### src/rtl/bf16_conv_writeback.sv
// bf16_conv_writeback: writeback buffer for BF16/FP32 conversion results.
// Each accepted result is normalised and then stored with its flags and destination tag
// in a circular FIFO. Entries are released to the register-file write port through a
// valid/ready interface.
//
// Handshake: an input transfer happens on a rising edge where in_valid && in_ready.
// An output transfer happens on a rising edge where out_valid && out_ready.
// in_ready depends only on the stored count. The output is never presented on the
// same cycle as the input, so there is no bypass path.
//
// Optional macro WB_FPCSR_STICKY_EN: when it is defined, the flags of every popped
// entry are ORed into sticky_fpcsr. When it is not defined, sticky_fpcsr is always
// zero and sticky_clr is ignored.
module bf16_conv_writeback #(
    parameter int DEPTH = 4,
    parameter int TAG_W = 5
) (
    input  logic                     clk,
    input  logic                     reset,
    input  logic                     flush,
    input  logic                     in_valid,
    output logic                     in_ready,
    input  logic [3:0]               in_op,
    input  logic [TAG_W-1:0]         in_tag,
    input  logic [31:0]              in_result,
    input  logic [3:0]               in_fpcsr,
    output logic                     out_valid,
    input  logic                     out_ready,
    output logic [TAG_W-1:0]         out_tag,
    output logic [31:0]              out_result,
    output logic [3:0]               out_fpcsr,
    output logic [$clog2(DEPTH):0]   count,
    output logic                     drop_pulse,
    output logic [3:0]               sticky_fpcsr,
    input  logic                     sticky_clr
);

    localparam int PW = $clog2(DEPTH);
    localparam int CW = PW + 1;
    localparam logic [CW-1:0] FULL_C = CW'(DEPTH);

    logic [PW-1:0]    wr_ptr_q, wr_ptr_d;
    logic [PW-1:0]    rd_ptr_q, rd_ptr_d;
    logic [CW-1:0]    count_q, count_d;
    logic             drop_q, drop_d;

    logic [TAG_W-1:0] mem_tag_q    [DEPTH];
    logic [31:0]      mem_result_q [DEPTH];
    logic [3:0]       mem_fpcsr_q  [DEPTH];

    logic             push_hs;
    logic             op_legal;
    logic             store;
    logic             pop;
    logic [31:0]      norm_result;

    // Decode the handshakes and normalise the incoming result.
    always_comb begin
        op_legal    = (in_op == 4'd0) || (in_op == 4'd1);
        push_hs     = in_valid && in_ready;
        store       = push_hs && op_legal && !flush;
        pop         = out_valid && out_ready && !flush;
        norm_result = in_result;
        if (in_op == 4'd1) begin
            norm_result = {16'h0000, in_result[15:0]};
        end
    end

    assign in_ready   = (count_q < FULL_C);
    assign out_valid  = (count_q != '0);
    assign count      = count_q;
    assign drop_pulse = drop_q;

    // Show the head entry only while it is valid, so the outputs read zero after reset.
    always_comb begin
        out_tag    = '0;
        out_result = '0;
        out_fpcsr  = '0;
        if (out_valid) begin
            out_tag    = mem_tag_q[rd_ptr_q];
            out_result = mem_result_q[rd_ptr_q];
            out_fpcsr  = mem_fpcsr_q[rd_ptr_q];
        end
    end

    // Compute the next pointers, count and drop pulse. A flush overrides every handshake.
    always_comb begin
        wr_ptr_d = wr_ptr_q;
        rd_ptr_d = rd_ptr_q;
        count_d  = count_q;
        drop_d   = 1'b0;
        if (flush) begin
            wr_ptr_d = '0;
            rd_ptr_d = '0;
            count_d  = '0;
        end else begin
            drop_d = push_hs && !op_legal;
            if (store) begin
                wr_ptr_d = wr_ptr_q + 1'b1;
            end
            if (pop) begin
                rd_ptr_d = rd_ptr_q + 1'b1;
            end
            case ({store, pop})
                2'b10:   count_d = count_q + 1'b1;
                2'b01:   count_d = count_q - 1'b1;
                default: count_d = count_q;
            endcase
        end
    end

    // Control registers with synchronous reset.
    always_ff @(posedge clk) begin
        if (reset) begin
            wr_ptr_q <= '0;
            rd_ptr_q <= '0;
            count_q  <= '0;
            drop_q   <= 1'b0;
        end else begin
            wr_ptr_q <= wr_ptr_d;
            rd_ptr_q <= rd_ptr_d;
            count_q  <= count_d;
            drop_q   <= drop_d;
        end
    end

    // Entry storage. The contents do not need a reset because the read side is gated by count.
    always_ff @(posedge clk) begin
        if (store) begin
            mem_tag_q[wr_ptr_q]    <= in_tag;
            mem_result_q[wr_ptr_q] <= norm_result;
            mem_fpcsr_q[wr_ptr_q]  <= in_fpcsr;
        end
    end

`ifdef WB_FPCSR_STICKY_EN
    logic [3:0] sticky_q, sticky_d;

    // Clear first, then OR in the flags of the entry popped this cycle.
    always_comb begin
        sticky_d = sticky_clr ? 4'b0000 : sticky_q;
        if (pop) begin
            sticky_d = sticky_d | out_fpcsr;
        end
    end

    // Accumulated flag register.
    always_ff @(posedge clk) begin
        if (reset) begin
            sticky_q <= 4'b0000;
        end else begin
            sticky_q <= sticky_d;
        end
    end

    assign sticky_fpcsr = sticky_q;
`else
    logic unused_sticky_clr;
    assign unused_sticky_clr = sticky_clr;
    assign sticky_fpcsr      = 4'b0000;
`endif

endmodule

### config.mk
export PLATFORM = sky130hd
export DESIGN_NAME = bf16_conv_writeback
export DESIGN_NICKNAME = d
export VERILOG_FILES = /design/src/rtl/bf16_conv_writeback.sv
export SDC_FILE = /design/constraint.sdc
export NUM_CORES = 1
export LEC_CHECK = 0
export ABC_AREA = 1
export CAP_MARGIN = 0
export CORE_MARGIN = 2
export CORE_UTILIZATION = 40
export DETAILED_ROUTE_END_ITERATION = 16
export GPL_ROUTABILITY_DRIVEN = 0
export PLACE_DENSITY_LB_ADDON = 0.05
export RECOVER_POWER = 100
export REMOVE_ABC_BUFFERS = 1
export SYNTH_ARGS = -nofsm -noshare
export SYNTH_HDL_FRONTEND = slang
export SYNTH_SLANG_ARGS = --single-unit
### constraint.sdc
create_clock -name clk -period 3.6 [get_ports clk]
set_input_delay 0.72 -clock clk [delete_from_list [all_inputs] [get_ports clk]]
set_output_delay 0.72 -clock clk [all_outputs]
set_load 0.02 [all_outputs]
# Yosys cells after proc, flatten, opt, wreduce, memory -nomap -nowiden
# Memories as Yosys holds them, arrays and structs flattened. A register that Yosys moved wholly into a read port is not among the register bits.
# Cells that the tools add are included.
# op_classes
n_reduce_logical,13
mux,13
eq_ne,3
n_lt_le_gt_ge,1
n_addsub,4
# op_table
cell,count
$mux W32,2
$mux W2,6
$logic_and A1 B1 Y1,6
$pmux W3 S2,1
$mux W5,1
$add A2 B1 Y2 const B,2
$eq A4 B1 Y1 const B,1
$logic_not A4 Y1,1
$mux W4,1
$add A3 B1 Y3 const B,1
$lt A3 B3 Y1 const B,1
$reduce_bool A3 Y1,1
$sub A3 B1 Y3 const B,1
$eq A2 B1 Y1 const B,1
$eq A2 B2 Y1 const B,1
$logic_not A1 Y1,2
$mux W1,2
$reduce_bool A2 Y1,1
$reduce_or A2 Y1,1
$logic_or A1 B1 Y1,1
# word_totals
mem_count,3
output_inout_bits,51
ram_bits,164
wordCells,41
register_bits,8
input_bits,51
# memory_table
name,words,width,rd,rd_ports_with_merged_regs,wr,line_no,rtl
mem_result_q,4,32,1,1,1,48,logic [31:0] mem_result_q [DEPTH];
mem_tag_q,4,5,1,1,1,47,logic [TAG_W-1:0] mem_tag_q [DEPTH];
mem_fpcsr_q,4,4,1,1,1,49,logic [3:0] mem_fpcsr_q [DEPTH];

# Logic depth before layout (Yosys ltp)
# logic_depth
word_depth,6
mapped_depth,13
depth_no_buf,13

# Worst setup path after synthesis
# OpenSTA, ideal clock, no wires.
# synth_path
kind,input -> register
start,input port in_op[3]
end,memory mem_fpcsr_q[0][0] (enable)
arrival_ps,2899
path_buffers,0
path_slack_ps,262
stages,5
required_ps,3161
cell_sequence,nor2_1 nand2_1 nor2_1 inv_1 nor2_1
# synth_via
elab_chain_cells,6
elab_cells_between_ends,7
classes_between,eq/ne (1); mux (2); reduce/logical (4)
# synth_lines
element,line_no,rtl
"start, declared",23,"input logic [3:0] in_op,"
$eq A4 B1 Y1 or $logic_not A4 Y1 (tied branches),59,op_legal = (in_op == 4'd0) || (in_op == 4'd1);
$logic_or A1 B1 Y1 *,59,
$logic_and A1 B1 Y1 * (2 in series),61,store = push_hs && op_legal && !flush;
$mux W1 *,129,if (store) begin
$mux W1 (not written as such) *,132,mem_fpcsr_q[wr_ptr_q] <= in_fpcsr;
"end, declared",49,
# Every way passes the cells marked *; elsewhere a longest branch is shown, timed or not.

==> metrics.md <==
| Metric | Value |
|---|---|
| CTS Hold Buffers Added | 0 |
| Fraction of final layout cells sized beyond drive strength 1 | 7.34% |
| Kind of launch point of the worst setup path | flop |
| Setup TNS after final layout | 0 ns |
| Iteration-0 DRC count of the detailed router | 342 |
| Final Max Slew Viols | 0 |
| Number of buffers inserted to repair setup after CTS | 0 |
| Transition at the pin with the smallest max-transition slack | 1.02 ns |
| Routed WL per cell | 16.1 um |
| Post-CTS resize count | 0 |
| Total clock buffers created by CTS | 17 |
| Global-route wire length before repair | 23400 um |
| Post-DP HPWL | roughly 8800 um |
| Maximum vdd drop | between 0.3 and 0.4 mV |
| Max Clock Skew | 0.00624 ns |
| Launch instance of the worst register-to-register path | count[2] |
| Ratio of total power to cell area | 480 mW/mm^2 |
| Number of nets in the layout | between 700 and 800 |
| CTS clk-pin slew, worst paths | ~0.060 ns |
| Synth Instances | between 600 and 700 |
| Total placed cells including tap cells | 915 |
| Final hold vios | 0 |
| Required time of the critical path | around 2.9 ns |
| Number of storage elements in the synthesis netlist | between 150 and 200 |
| Remaining routing DRC violations | 0 |
| Sum of overflow across all layers after global routing | 0 |
| Min cycle time layout | 3.40 ns |
| Area share of the leading cell type in the synthesized netlist | a little over two thirds |
| Width of the chip | 137 um |
| Worst Setup Path Type | reg2out |
| Core area | 0.0173 mm^2 |
| Total Routing Usage GR | ~17% |
| Top-Level Pins | ~100 |
| Detail Route Antenna Nets | 0 |
| Setup repair after global routing missed its margin | false |
| Area of placed instances | between 0.008 and 0.009 mm^2 |
| Number of maximum-capacitance constraint violations | 0 |
| Antenna cell count | 0 |
| Antenna violations before repair | 0 |
| Hold Startpoint | rd_ptr_q[1] |
| Chip Height | ~140 um |
| Final clock period utilization by the worst path | 94.4% |
| Maximum number of pins on one net before global-route repair | 53 |
| Insertion delay to the later sink of the worst-skew pair | ~0.42 ns |
| Average cell area after synthesis | 11.6 um^2 |
| Leakage | about 3.2 nW |
| Outcome | complete, no violations |
| Largest cells by area after synthesis | edfxtp_1 70%, nor2_1 11%, o21ai_0 5.2% |
| CP arrival | 2.68 ns |
| Number of clock sinks | 174 |
| Number of distinct library cells after synthesis | 20 |
| Type of the tightest min-delay check | reg2reg |
| Fillers | 1517 |
| Area growth from synthesis to layout | 25.3% |
| Sum of internal, switching and leakage power | 0.00425 W |
| Netlist area before placement | 0.00707 mm^2 |
| Post-Layout Inst Area | around 0.009 mm^2 |
| Maximum count of clock buffers along a single path | 2 |
| Routed vias | approximately 4600 |
| Endpoints failing setup | 0 |
| Cell Rows | 48 |
| Via count of the first global-routing pass | roughly 4200 |
| Cell at the root of the clock tree | clkbuf_16 |
| Number of warning messages in the yosys log | 0 |
| Setup WS pre-CTS | between 0.6 and 0.7 ns |
| Endpoint of the worst-slack reg-to-reg timing path | mem_result_q[2][14] |
| Critical path endpoint category | output port |
| Clock tree from TritonCTS | done |
| R2R depth | 6 |
| Maximum achievable frequency | around 290 MHz |
| Detailed Route WL | around 15000 um |
| Biggest area consumer among synthesized cells | edfxtp_1 |
| IO buf count | 96 |
| Setup WS post-layout | 0.201 ns |
| Avg Vias per Cell | 4.84 |
| Non-filler instance count after layout | about 950 |
| Die area | roughly 0.019 mm^2 |
| Slew headroom | 31.9% |
| Register-to-Register Setup Slack | 1.35 ns |
| Starting utilization of the core area | approximately two fifths |
| CTS H-Tree Depth | 4 |
| Hold depth | 2 |
| Initial DRT Pass Iterations | 5 |
| Seq/Total Area, Yosys | a little over 70% |
| Crit Path Max Fanout | 52 |
==> Yosys cell counts <==
library cell,count
inv_1,41
nor2_2,1
clkbuf_1,11
fa_1,1
a21oi_1,44
ha_1,5
buf_4,7
buf_6,6
nand2_1,16
edfxtp_1,164
clkbuf_2,1
buf_2,10
conb_1,1
nand3_1,5
o21ai_1,11
nor2_1,199
inv_2,1
dfxtp_1,10
nor3_1,1
o21ai_0,73
==> how the worst max path moves through the flow <==
stage	cells after the start	from	to
after detailed placement	13	in_op[2]	count[2]
after global routing	5	flop	out_result[21]
after floorplan	3	flop	out_tag[3]
final	5	flop	out_result[21]
after global placement	14	flush	count[2]
after CTS	6	flop	out_result[25]
==> through the flow <==
stage | utilization [%] | hold slack [ns]
after global placement | 47.9 | 0.490
after CTS | 51.4 | 0.509
after floorplan | - | 0.462
after global routing | 51.2 | 0.546
final | 51.2 | 0.510
after detailed placement | 47.9 | 0.496
==> cells by family (layout without fill, tap and decap cells) <==
group	Yosys count	in the layout	share of synthesized area, %
other	1	4	0.0530
AO/OA/AOI/OAI	128	128	9.06
adder cells (fa/ha/maj)	6	6	1.17
AND/OR/NAND/NOR	222	222	11.9
buffers and inverters	77	188	5.29
flip-flops	174	174	72.5
==> layer usage <==
metal / global-route usage [%] / vias to the layer above / routed length [um]
met1: 22.8 / 2188 / 6870
met3: 4.07 / 13 / 796
met4: 5.15 / 0 / 176
met2: 27.5 / 117 / 7440
li1: - / 2269 / -
met5: 0 / - / 0
==> registers in the layout (all words and copies together) (netlist names), named ones only <==
signal        flops
mem_tag_q        20
mem_fpcsr_q      16
count             3
wr_ptr_q          2
mem_result_q    128
drop_pulse        1
rd_ptr_q          2
==> where the power goes <==
group / total (W) / switching (W) / internal, W
logic: 0.000130 / 0.0000693 / 0.0000607
clock network: 0.00190 / 0.000735 / 0.00116
registers: 0.00222 / 0.00000204 / 0.00222
==> final cells by class <==
class	instances	area (um^2)	share of cell area, %
clock buffer	18	429	4.84
clock inverter	14	191	2.16
multi-input combinational	360	1600	18.1
tap	225	282	3.18
inverter	42	158	1.78
sequential	174	5130	57.9
timing repair buffer	114	1060	12.0
==> placed cells by master, fill, tap and decap left out, types with 4 or more instances in the layout <==
cell	instances
nor2_1	196
edfxtp_1	164
o21ai_0	73
dlygate4sd3_1	69
a21oi_1	44
inv_1	39
clkdlybuf4s50_1	27
clkbuf_16	17
nand2_1	16
o21ai_1	11
dfxtp_1	8
buf_4	7
clkbuf_1	6
nand3_1	5
ha_1	5
clkbuf_2	5
conb_1	4
bufinv_16	4
clkinv_2	4
==> critical path, stage by stage (launching register included) <==
cell and delay [ns]:
dfxtp_4 0.48, inv_2 0.09, clkbuf_4 0.49, o21ai_0 0.20
a21oi_1 0.26, dlygate4sd3_1 0.71
No activity file was read; power rests on OpenSTA's default activity.
